### src/rtl/bcd_load_chain_pkg.sv
// bcd_load_chain_pkg
//   Shared types and helpers for the BCD load chain: the digit type,
//   the decade limit, the load-handshake FSM state encoding and a
//   digit-validity check.
package bcd_load_chain_pkg;

  typedef logic [3:0] bcd_t;

  localparam bcd_t BCD_MAX = 4'd9;

  typedef enum logic [1:0] {
    LC_IDLE    = 2'd0,
    LC_CAPTURE = 2'd1,
    LC_ACK     = 2'd2,
    LC_DROP    = 2'd3
  } lc_state_e;

  function automatic logic is_bcd(bcd_t d);
    return (d <= BCD_MAX);
  endfunction

endpackage

### src/rtl/bcd_load_chain_digit.sv
// bcd_digit
//   One decade stage of the chain. Loads d_i when ld_i, otherwise
//   increments when ci_i, wrapping 9 -> 0.
//   Ports:
//     clk_i  clock, posedge
//     rst_i  synchronous active-high reset (q_o -> 0)
//     ci_i   carry in / increment request
//     ld_i   parallel load strobe
//     d_i    load value (caller guarantees it is a valid BCD digit)
//     q_o    digit value
//     co_o   carry out: ci_i && q_o == 9
module bcd_digit
  import bcd_load_chain_pkg::*;
(
  input  logic       clk_i,
  input  logic       rst_i,
  input  logic       ci_i,
  input  logic       ld_i,
  input  logic [3:0] d_i,
  output logic [3:0] q_o,
  output logic       co_o
);

  bcd_t q_q, q_d;

  always_comb begin
    q_d = q_q;
    if (ld_i)      q_d = d_i;
    else if (ci_i) q_d = (q_q == BCD_MAX) ? 4'd0 : q_q + 4'd1;
  end

  always_ff @(posedge clk_i) begin
    if (rst_i) q_q <= '0;
    else       q_q <= q_d;
  end

  assign q_o  = q_q;
  assign co_o = ci_i && (q_q == BCD_MAX);

endmodule

### src/rtl/bcd_load_chain.sv
// bcd_load_chain
//   DIGITS-wide BCD counter with a ripple-carry decade chain and a
//   four-phase load handshake (IDLE -> CAPTURE -> ACK -> [DROP] -> IDLE).
//   A load request in IDLE is latched into a shadow register; the next
//   cycle either copies it into the counter (all digits valid) or flags
//   an error and leaves the counter alone. ACK is a one-cycle Moore pulse.
//   Ports:
//     clk_i       clock, posedge
//     rst_i       synchronous active-high reset
//     en_i        count enable (accepted in IDLE without a load, and in DROP)
//     load_req_i  four-phase load request
//     load_val_i  packed BCD load value, digit 0 in [3:0]
//     load_ack_o  one-cycle load acknowledge
//     load_err_o  coincident with load_ack_o when the value had a non-BCD digit
//     q_o         packed BCD counter value
//     tc_o        terminal count: accepted enable with every digit at 9
//   Optional: define BCD_LOAD_CHAIN_ASSERT_EN to compile in protocol and
//   range assertions.
module bcd_load_chain
  import bcd_load_chain_pkg::*;
#(
  parameter int DIGITS = 4
) (
  input  logic                clk_i,
  input  logic                rst_i,
  input  logic                en_i,
  input  logic                load_req_i,
  input  logic [4*DIGITS-1:0] load_val_i,
  output logic                load_ack_o,
  output logic                load_err_o,
  output logic [4*DIGITS-1:0] q_o,
  output logic                tc_o
);

  lc_state_e           state_q, state_d;
  logic [4*DIGITS-1:0] shadow_q, shadow_d;
  logic                err_q, err_d;
  logic [DIGITS-1:0]   dig_ok;
  logic [DIGITS:0]     carry;
  logic                shadow_ok, count_en, ld;

  // ---------------- FSM: state register ----------------
  always_ff @(posedge clk_i) begin
    if (rst_i) state_q <= LC_IDLE;
    else       state_q <= state_d;
  end

  // ---------------- FSM: next state ----------------
  always_comb begin
    state_d = state_q;
    unique case (state_q)
      LC_IDLE:    if (load_req_i) state_d = LC_CAPTURE;
      LC_CAPTURE: state_d = LC_ACK;
      LC_ACK:     state_d = load_req_i ? LC_DROP : LC_IDLE;
      LC_DROP:    if (!load_req_i) state_d = LC_IDLE;
      default:    state_d = LC_IDLE;
    endcase
  end

  // ---------------- FSM: outputs ----------------
  always_comb begin
    load_ack_o = (state_q == LC_ACK);
    load_err_o = (state_q == LC_ACK) && err_q;
    // A load request in IDLE takes priority, so that cycle's enable is dropped.
    count_en   = en_i && (((state_q == LC_IDLE) && !load_req_i) ||
                          (state_q == LC_DROP));
    ld         = (state_q == LC_CAPTURE) && shadow_ok;
  end

  // ---------------- shadow register and error flag ----------------
  always_comb begin
    shadow_d = shadow_q;
    err_d    = err_q;
    if ((state_q == LC_IDLE) && load_req_i) shadow_d = load_val_i;
    if (state_q == LC_CAPTURE)              err_d    = !shadow_ok;
  end

  always_ff @(posedge clk_i) begin
    if (rst_i) begin
      shadow_q <= '0;
      err_q    <= 1'b0;
    end else begin
      shadow_q <= shadow_d;
      err_q    <= err_d;
    end
  end

  // ---------------- decade chain ----------------
  assign carry[0] = count_en;

  for (genvar i = 0; i < DIGITS; i++) begin : g_dig
    assign dig_ok[i] = is_bcd(shadow_q[4*i +: 4]);

    bcd_digit u_dig (
      .clk_i (clk_i),
      .rst_i (rst_i),
      .ci_i  (carry[i]),
      .ld_i  (ld),
      .d_i   (shadow_q[4*i +: 4]),
      .q_o   (q_o[4*i +: 4]),
      .co_o  (carry[i+1])
    );
  end

  assign shadow_ok = &dig_ok;
  // The final carry is exactly "accepted enable and all digits are 9".
  assign tc_o      = carry[DIGITS];

`ifdef BCD_LOAD_CHAIN_ASSERT_EN
  logic [DIGITS-1:0] q_ok;
  for (genvar i = 0; i < DIGITS; i++) begin : g_qok
    assign q_ok[i] = is_bcd(q_o[4*i +: 4]);
  end

  a_req_ack: assert property (@(posedge clk_i) disable iff (rst_i)
    (state_q == LC_IDLE && load_req_i) |-> ##2 load_ack_o)
    else $error("a_req_ack: load_ack not seen 2 cycles after accepted load_req");

  a_ack_pulse: assert property (@(posedge clk_i) disable iff (rst_i)
    load_ack_o |=> !load_ack_o)
    else $error("a_ack_pulse: load_ack high for more than one cycle");

  a_load_val: assert property (@(posedge clk_i) disable iff (rst_i)
    (load_ack_o && !load_err_o) |-> (q_o == $past(load_val_i, 2)))
    else $error("a_load_val: q does not match the acknowledged load value");

  a_q_bcd: assert property (@(posedge clk_i) disable iff (rst_i)
    &q_ok)
    else $error("a_q_bcd: non-BCD digit on q");

  a_tc_wrap: assert property (@(posedge clk_i) disable iff (rst_i)
    tc_o |=> (q_o == '0))
    else $error("a_tc_wrap: q not zero after terminal count");
`endif

endmodule

### config.mk
export PLATFORM = sky130hd
export DESIGN_NAME = bcd_load_chain
export DESIGN_NICKNAME = d
export VERILOG_FILES = /design/src/rtl/bcd_load_chain_pkg.sv /design/src/rtl/bcd_load_chain_digit.sv /design/src/rtl/bcd_load_chain.sv
export SDC_FILE = /design/constraint.sdc
export NUM_CORES = 1
export LEC_CHECK = 0
export CAP_MARGIN = 20
export CELL_PAD_IN_SITES_DETAIL_PLACEMENT = 0
export CELL_PAD_IN_SITES_GLOBAL_PLACEMENT = 1
export CORE_UTILIZATION = 32
export CTS_CLUSTER_DIAMETER = 30
export DETAILED_ROUTE_END_ITERATION = 7
export GPL_ROUTABILITY_DRIVEN = 0
export PLACE_DENSITY = 0.74
export SYNTH_ARGS = -nofsm -noshare
export SYNTH_HDL_FRONTEND = slang
export SYNTH_SLANG_ARGS = --single-unit
### constraint.sdc
create_clock -name clk_i -period 1.7 [get_ports clk_i]
set_clock_uncertainty 0.1 [all_clocks]
set_input_delay 0.17 -clock clk_i [delete_from_list [all_inputs] [get_ports clk_i]]
set_output_delay 0.17 -clock clk_i [all_outputs]
set_load 0.02 [all_outputs]
[Yosys cells after proc, flatten, opt, wreduce, memory -nomap -nowiden]
Cells that the tools add are included.
Word-level totals
  memories: 0
  output and inout bits: 19
  RAM bits: 0
  register bits after elaboration: 35
  word-level logic and storage cells: 59
  bits in read-only memories: 0
  bits of input ports: 20
  latch bits: 0
Operators by class
  reduce and logical (&&, ||, !) cells: 19
  $add $sub $neg: 4
  equality and inequality tests: 9
  multiply operators: 0
  magnitude comparators: 4
  divide/modulo/power cells: 0
  mux-type cells: 16
  shifts and indexed selects: 0
  bitwise gates (word level): 0
Operators with widths (count)
  $mux W4: 12
  $add A4 B1 Y4 const B: 4
  $eq A4 B4 Y1 const B: 4
  $le A4 B4 Y1 const B: 4
  $logic_and A1 B1 Y1: 9
  $pmux W2 S4: 1
  $reduce_bool A2 Y1: 4
  $mux W2: 3
  $eq A2 B2 Y1 const B: 2
  $ne A2 B2 Y1 const B: 2
  $reduce_and A4 Y1: 1
  $eq A2 B1 Y1 const B: 1
  $logic_not A1 Y1: 2
  $logic_not A2 Y1: 1
  $reduce_and A2 Y1: 1
  $logic_or A1 B1 Y1: 1

[Logic depth before layout (Yosys ltp)]
Gate-level depths: netlist (run 1).
  word-level depth: 9
  gate-level depth with buffers: 6
  mapped depth without buffers: 5

[By module]
From an unflattened synthesis (run 1), not the netlist that was laid out.
Second synthesis, totals
  cells, all modules: 204
  area, all modules: 1712.9 sq um
By module, submodules not included
  bcd_digit: cells each 28, times used 4, sequential area each 80.1 sq um, area each 245.2 sq um
  bcd_load_chain: cells each 92, times used 1, sequential area each 380.4 sq um, area each 732.0 sq um

[Least setup slack after synthesis (run 1)]
No wires, ideal clock.
  path kind: reg-to-output
  start: reg g_dig[0].u_dig.q_q[0]
  end: out tc_o
  cell stages (with the launch flop): 7
  arrival: 1.668 ns
  required time: 1.430 ns
  buffers on the path: 1
  path slack: -0.238 ns
  path through: dfxtp_1 -> buf_2 -> nor2b_1 -> nand2_1 -> nor2_1 -> nand4_1 -> nor3_1
On the way
  word-level cells in the longest chain between the ends: 5
Ends and longest elaborated chain
  start, declared: line bcd_load_chain_digit.sv:24  | bcd_t q_q, q_d;
  start signal, assigned: line bcd_load_chain_digit.sv:34  | else q_q <= q_d;
  $eq A4 B4 Y1: line bcd_load_chain_digit.sv:38  | assign co_o = ci_i && (q_q == BCD_MAX);
  $logic_and A1 B1 Y1 (4 in a row): line bcd_load_chain_digit.sv:38
  end, declared: line bcd_load_chain.sv:32  | output logic tc_o
No other way between the ends.

[Worst setup path after layout (run 1)]
  start: reg g_dig[0].u_dig.q_q[1]
  end: out tc_o
Same word-level chain as after synthesis.

==> run summary, run 1 <==
Placed Instances: 343
unrepaired setup endpoints after global routing: yes
Die W: 74.57 um
max-slew violation count: 0
minimum setup slack in the final design: -69.37 ps
kind of capture point of the worst setup path: primary output
Ant. Diodes: 0
clock share of power: 32.9%
flip-flop and latch count after synthesis: 35
startpoint of the lowest-slack register-to-register path: g_dig[0].u_dig.q_o[1]
WHS Endpoint: state_q[0]
via/cell ratio: 4.845
clock latency of the later-clocked register in the worst-skew pair: 290 ps
Final HPWL DP: 3182 um
clock root cell: sky130_fd_sc_hd__clkbuf_8
proportion of synthesized area in mux cells: 1.188%
post-synthesis instance area: 0.001685 mm^2
end of the worst register-to-register path: g_dig[3].u_dig.q_o[1]
post-detailed-placement cell area: 0.002387 mm^2
input/output buffers: 38
power per cell area: 762.4 mW/mm^2
outcome: complete, but fails checks
starting DRC count in detailed routing: 97
Worst Hold Launch: load_req_i
routed wire length: 4450 um
post-route design area: 0.002635 mm^2
total die area: 0.005561 mm^2
DR pass1 iterations: 4
routed len/inst: 12.54 um
number of hold buffers added after cts: 0
Total GRT Usage: 16.90%
beginning of the critical path: g_dig[0].u_dig.q_o[1]
number of flops mapped to enable cells by yosys: 0
number of clock buffers inserted by TritonCTS: 5
Yosys warnings: 0
Final Hold Viols: 0
largest area contributor in the synthesized netlist: sky130_fd_sc_hd__dfxtp_1
cell-internal power: 0.001467 W
post-synthesis instance total: 212
number of distinct library cells after synthesis: 38
worst path arrival time: 1500 ps
worst reg2reg path depth: 6
clock edge transition at the registers on the reported setup and hold paths: 70 ps
Layout Cells excl Fill: 355
Reg power frac: 45.4%
Critical Path RT: 1430 ps
setup violators final: 1
Simple-Gate Fraction of Synth Area: 28.58%
Post-route DRC: 0
class of the tightest hold or removal check: in -> reg
clock tree from TritonCTS: yes
combinational family with the most area after synthesis: simple AND/OR/NAND/NOR gates
Synth async-reset ratio: 0%
maximum fanout along the worst path: 2
share of final-layout standard cells stronger than drive strength 1: 30.88%
global-route wire length before repair: 7093 um
R2R Setup Slk: 10 ps
vias after detailed routing: 1,720
die boundary height: 74.57 um
post-synthesis xor/xnor area fraction: 3.638%
share of total power consumed by net switching: 26.98%
critical setup path kind: reg -> out
Leak: 1.029 nW
achievable frequency: 565.2 MHz
remaining global-route overflow: 0
post-layout min period: 1769 ps
Detail Route Antenna Nets: 0
Worst VDD drop: 0.4383 mV
Clock H-tree levels: 2
list of most frequent post-synthesis cells: 40 x sky130_fd_sc_hd__nand2_1, 35 x sky130_fd_sc_hd__dfxtp_1, 25 x sky130_fd_sc_hd__a21oi_1
number of clock sinks: 35
Clock Path Buffers: 2
WHS Path Cells: 2
average cell area after synthesis: 7.950 um^2
compound-cell area share of the yosys netlist: 21.01%
syn_nets: 232
max-cap check violation count: 0
via count of the first global-routing pass: 1,598
initial standard-cell utilization of the core: 33.21%
portion of synthesized cell area occupied by the leading cell type: 41.57%
Net Switching: 0.0005421 W
violated checks: negative setup slack
actual slew at the worst max-slew pin: 410.7 ps
sequential fraction of the synthesis area: 41.57%
boundary pin count: 39
Tcrit/Tclk final: 104.1%
critical path launch point type: flip-flop
main flop type after synthesis: sky130_fd_sc_hd__dfxtp_1
Comb power frac: 21.7%
initial antenna violation count: 0
core region area: 0.005075 mm^2
standard-cell row count: 26
most area-consuming cells after synthesis: sky130_fd_sc_hd__dfxtp_1 42%, sky130_fd_sc_hd__nand2_1 8.9%, sky130_fd_sc_hd__a21oi_1 7.4%
post-synthesis adder-cell area fraction: 0%
maximum number of pins on one net before global-route repair: 20
net count reported at finish: 304
Max transition margin: 72.33%
most frequently used cell type in the post-synthesis netlist: sky130_fd_sc_hd__nand2_1
Area growth syn-to-layout: 56.35%
timing repair:
action | 4_1_cts | 5_1_grt
gates resized for setup | 12 | 29
buffers inserted | 0 | 3
setup endpoints to repair | 8 | 19
cloned | 0 | 1
pin swaps | 3 | 9
worst max path at each step:
stage / cells after the start / end
6_report: 6 / tc_o
5_1_grt: 6 / tc_o
4_1_cts: 6 / tc_o
3_5_place_dp: 7 / tc_o
3_3_place_gp: 7 / tc_o
2_1_floorplan: 6 / g_dig[3].u_dig.q_o[1]
sequential cells by signal, summed over array words and instances, names as in the netlist:
signal and flops:
shadow_q 16, err_q 1, g_dig.u_dig.q_o 16, state_q 2
layer usage:
layer / global-route usage (%) / wire (um)
met3: 4.201 / 175
met2: 27.13 / 2065
met5: 0 / 0
met1: 22.66 / 2171
met4: 4.403 / 38
cell families after synthesis:
kind of cell,after synthesis
AOI/OAI and AO/OA,57
xor gates and xnor gates,7
buffers and inverters,17
DFF,35
muxes,2
and+or+nand+nor,94
area by class of cell:
class	count	area, um^2
inverters	5	18.77
well taps	70	87.58
flip-flops and latches	35	714.4
multi-input cells	160	1026
clock buffers	8	100.1
fillers	506	2440
repair buffers	77	688.2
stage by stage:
step / power, W / utilization (%) / setup TNS (ps) / hold slack (ps) / worst slack [ps]
after detailed placement: 0.001329 / 47.04 / -3914 / 347.2 / -677.3
after floorplan: 0.001128 / - / 0 / 206.0 / 21.81
after global routing: 0.002102 / 51.92 / -201.9 / 169.6 / -145.9
final: 0.002009 / 51.92 / -69.37 / 144.3 / -69.37
after CTS: 0.001987 / 49.29 / -143.7 / 323.0 / -143.7
after global placement: 0.001326 / 47.04 / -3751 / 345.8 / -661.6
critical path, cell delays in order, from the launching register on:
cell and delay (ps):
sky130_fd_sc_hd__dfxtp_2 320, sky130_fd_sc_hd__and4bb_2 320, sky130_fd_sc_hd__nand2_2 80, sky130_fd_sc_hd__nor2_4 130
sky130_fd_sc_hd__nand4_1 100, sky130_fd_sc_hd__nor3_2 110, sky130_fd_sc_hd__buf_4 160
power groups by stage:
stage	logic, W	registers (W)	clock network (W)
floorplan	0.000171	0.000958	0
global placement	0.000401	0.000924	0
detailed placement	0.000402	0.000926	0
CTS	0.000406	0.000908	0.000673
global route	0.000475	0.000918	0.000710
finish	0.000436	0.000911	0.000662
placed cells by master, fill, tap and decap left out, types with 7 or more instances in the layout:
cell / n
sky130_fd_sc_hd__dfxtp_1: 24
sky130_fd_sc_hd__nor2_1: 8
sky130_fd_sc_hd__o21ai_0: 9
sky130_fd_sc_hd__clkbuf_8: 7
sky130_fd_sc_hd__clkdlybuf4s50_1: 32
sky130_fd_sc_hd__a21oi_1: 23
sky130_fd_sc_hd__buf_4: 36
sky130_fd_sc_hd__nand2_1: 39
sky130_fd_sc_hd__dfxtp_2: 11
(Power assumes the default switching activity.)
==> run 2, diff against run 1 <==
--- a/config.mk
+++ b/config.mk
@@ -8,6 +8,7 @@
 export CAP_MARGIN = 20
 export CELL_PAD_IN_SITES_DETAIL_PLACEMENT = 0
 export CELL_PAD_IN_SITES_GLOBAL_PLACEMENT = 1
+export CORE_MARGIN = 2
 export CORE_UTILIZATION = 32
 export CTS_CLUSTER_DIAMETER = 30
 export DETAILED_ROUTE_END_ITERATION = 7
==> run 2 against run 1 <==
  * The flow still finishes with violations (negative setup slack)
  * Routed wire length down 2.3%
  * Clock power up 35%
  * Fmax down 0.15%
  * Design area up 3.0%
  * Setup slack worse by 2.6 ps
  * First-iteration DRC count down 20%
  * Register-to-register slack about the same
  * Power up 12%
  * Die area up 5.4%
  * Largest power group unchanged
==> run summary, run 2 (synthesis gave the netlist of run 1 again) <==
violated checks: negative setup slack
Clock Path Buffers: 2 (unchanged)
post-detailed-placement cell area: 0.002430 mm^2 (+1.8%)
Detail Route Antenna Nets: 0 (unchanged)
standard-cell row count: 26 (unchanged)
worst path arrival time: 1500 ps (about the same)
class of the tightest hold or removal check: in -> reg
most frequent cells in the layout: 39 x sky130_fd_sc_hd__nand2_1, 37 x sky130_fd_sc_hd__buf_4, 33 x sky130_fd_sc_hd__clkdlybuf4s50_1
Total GRT Usage: 15.06% (-1.8 points)
number of clock sinks: 35 (unchanged)
final-layout worst hold slack: 186.0 ps (+41.69 ps)
via count of the first global-routing pass: 1,599 (+0.063%)
clock edge transition at the registers on the reported setup and hold paths: 70 ps (about the same)
minimum setup slack in the final design: -72.00 ps (-2.630 ps)
achievable frequency: 564.3 MHz (-0.15%)
clock latency of the later-clocked register in the worst-skew pair: 290 ps (about the same)
initial standard-cell utilization of the core: 33.00% (-0.21 points)
remaining global-route overflow: 0 (unchanged)
R2R Setup Slk: 10 ps (about the same)
global-route wire length before repair: 7141 um (+0.68%)
Final HPWL DP: 3209 um (+0.83%)
unrepaired setup endpoints after global routing: yes
pre-CTS setup slack: -645.2 ps (+32.05 ps)
routed wire length: 4349 um (-2.3%)
maximum fanout along the worst path: 2 (unchanged)
share of final-layout standard cells stronger than drive strength 1: 30.80% (-0.081 points)
post-route design area: 0.002715 mm^2 (+3.0%)
clock tree from TritonCTS: yes
worst reg2reg path depth: 6 (unchanged)
Max transition margin: 70.93% (-1.4 points)
critical setup path kind: reg -> out
total die area: 0.005863 mm^2 (+5.4%)
post-layout min period: 1772 ps (+2.630 ps)
via/cell ratio: 4.713 (-2.7%)
Clock H-tree levels: 2 (unchanged)
actual slew at the worst max-slew pin: 431.5 ps (+20.82 ps)
die boundary height: 76.57 um (+2.7%)
number of clock buffers inserted by TritonCTS: 5 (unchanged)
Leak: 1.073 nW (+4.2%)
Area growth syn-to-layout: 61.10%
series of cell instances along the critical path: and4bb_2 > nand2_2 > nor2_2 > nand4_1 > nor3_2 > buf_4
power per cell area: 826.3 mW/mm^2 (+8.4%)
critical path launch point type: flip-flop
initial antenna violation count: 0 (unchanged)
vias after detailed routing: 1,692 (-1.6%)
Tcrit/Tclk final: 104.2% (+0.15 points)
delay contributed by the slowest stage of the critical path: 320 ps (about the same)
Final Power: 0.002244 W (+12%)
input/output buffers: 38 (unchanged)
WHS Path Cells: 2 (unchanged)
Final Hold Viols: 0 (unchanged)
kind of capture point of the worst setup path: primary output
starting DRC count in detailed routing: 78 (-20%)
routed len/inst: 12.11 um (-3.4%)
clock root cell: sky130_fd_sc_hd__clkbuf_8
max-slew violation count: 0 (unchanged)
core region area: 0.005107 mm^2 (+0.64%)
boundary pin count: 39 (unchanged)
Die W: 76.57 um (+2.7%)
Ant. Diodes: 0 (unchanged)
DR pass1 iterations: 4 (unchanged)
net count reported at finish: 308 (+1.3%)
TNS Setup: -72.00 ps (-2.630 ps)
beginning of the critical path: g_dig[0].u_dig.q_o[1]
capture point of the worst path: tc_o
outcome: complete, but fails checks
worst-path cell with the longest stage delay: sky130_fd_sc_hd__dfxtp_2
Post-route DRC: 0 (unchanged)
Critical Path RT: 1430 ps (about the same)
startpoint of the lowest-slack register-to-register path: state_q[1]
total of fill cells in the finished design: 510 (+0.79%)
max-cap check violation count: 0 (unchanged)
maximum number of pins on one net before global-route repair: 22 (+10%)
Worst VDD drop: 0.3942 mV (-10%)
end of the worst register-to-register path: g_dig[3].u_dig.q_o[1]
setup violators final: 1 (unchanged)
most common cell after layout, fill and taps aside: sky130_fd_sc_hd__nand2_1
==> run 2: cell types whose count changed in the layout (fill, tap and decap cells not counted), moves of 2 or more <==
cell / change
sky130_fd_sc_hd__nor2_2: -4
sky130_fd_sc_hd__clkbuf_8: -2
sky130_fd_sc_hd__a211oi_1: +2
sky130_fd_sc_hd__bufinv_16: +2
sky130_fd_sc_hd__buf_6: +2
sky130_fd_sc_hd__a211oi_2: -2
sky130_fd_sc_hd__nor2_1: +5
==> run 2: worst min path at each step <==
| stage | from | endpoint | slack [ps] |
|---|---|---|---|
| 4_1_cts | load_val_i[7] | shadow_q[7] | 310 |
| 2_1_floorplan | load_val_i[0] | shadow_q[0] | 210 |
| 3_3_place_gp | shadow_q[4] | shadow_q[4] | 350 |
| 6_report | load_req_i | state_q[0] | 190 |
| 3_5_place_dp | shadow_q[4] | shadow_q[4] | 350 |
| 5_1_grt | load_req_i | state_q[0] | 190 |
==> run 2: per-layer routing <==
layer / GRT usage, % / vias up / routed length [um] / share of wire [%]
met5: 0 / - / 0 / 0
met3: 3.910 / 6 / 123 / 2.8
li1: - / 894 / - / -
met4: 4.909 / 0 / 76 / 1.7
met1: 19.62 / 767 / 2197 / 51
met2: 24.25 / 25 / 1952 / 45
==> run 2: repair_timing <==
action,in CTS,in global routing
hold buffers,0,0
endpoints found under the setup margin,6,17
setup buffers,0,5
pin swaps,3,18
resized for setup,14,26
==> run 2: power breakdown <==
group / switching (W) / internal [W]
clock network: 0.000306 / 0.000585
registers: 0.0000361 / 0.000874
logic: 0.000211 / 0.000232
==> run 2: cell type report <==
type | count | area, um^2 | area share, %
clock buffer | 5 | 68.82 | 2.535
clock inverter | 3 | 67.56 | 2.488
tap | 70 | 87.58 | 3.226
sequential | 35 | 718.2 | 26.45
inverter | 5 | 18.77 | 0.6912
timing repair buffer | 81 | 734.5 | 27.05
multi-input combinational | 160 | 1020 | 37.56
==> run 2: worst max-delay path: cells and delay by family (launching register included) <==
kind	cells	cell delay (ps)
and+or+nand+nor	5	730
DFF	1	320
buffers and inverters	1	160
==> run 2: metrics by stage <==
| step | std cells | util, % |
|---|---|---|
| 2_1_floorplan | 212 | - |
| 3_3_place_gp | 347 | 47.57 |
| 3_5_place_dp | 347 | 47.57 |
| 4_1_cts | 355 | 50.64 |
| 5_1_grt | 359 | 53.16 |
| 6_report | 359 | 53.16 |
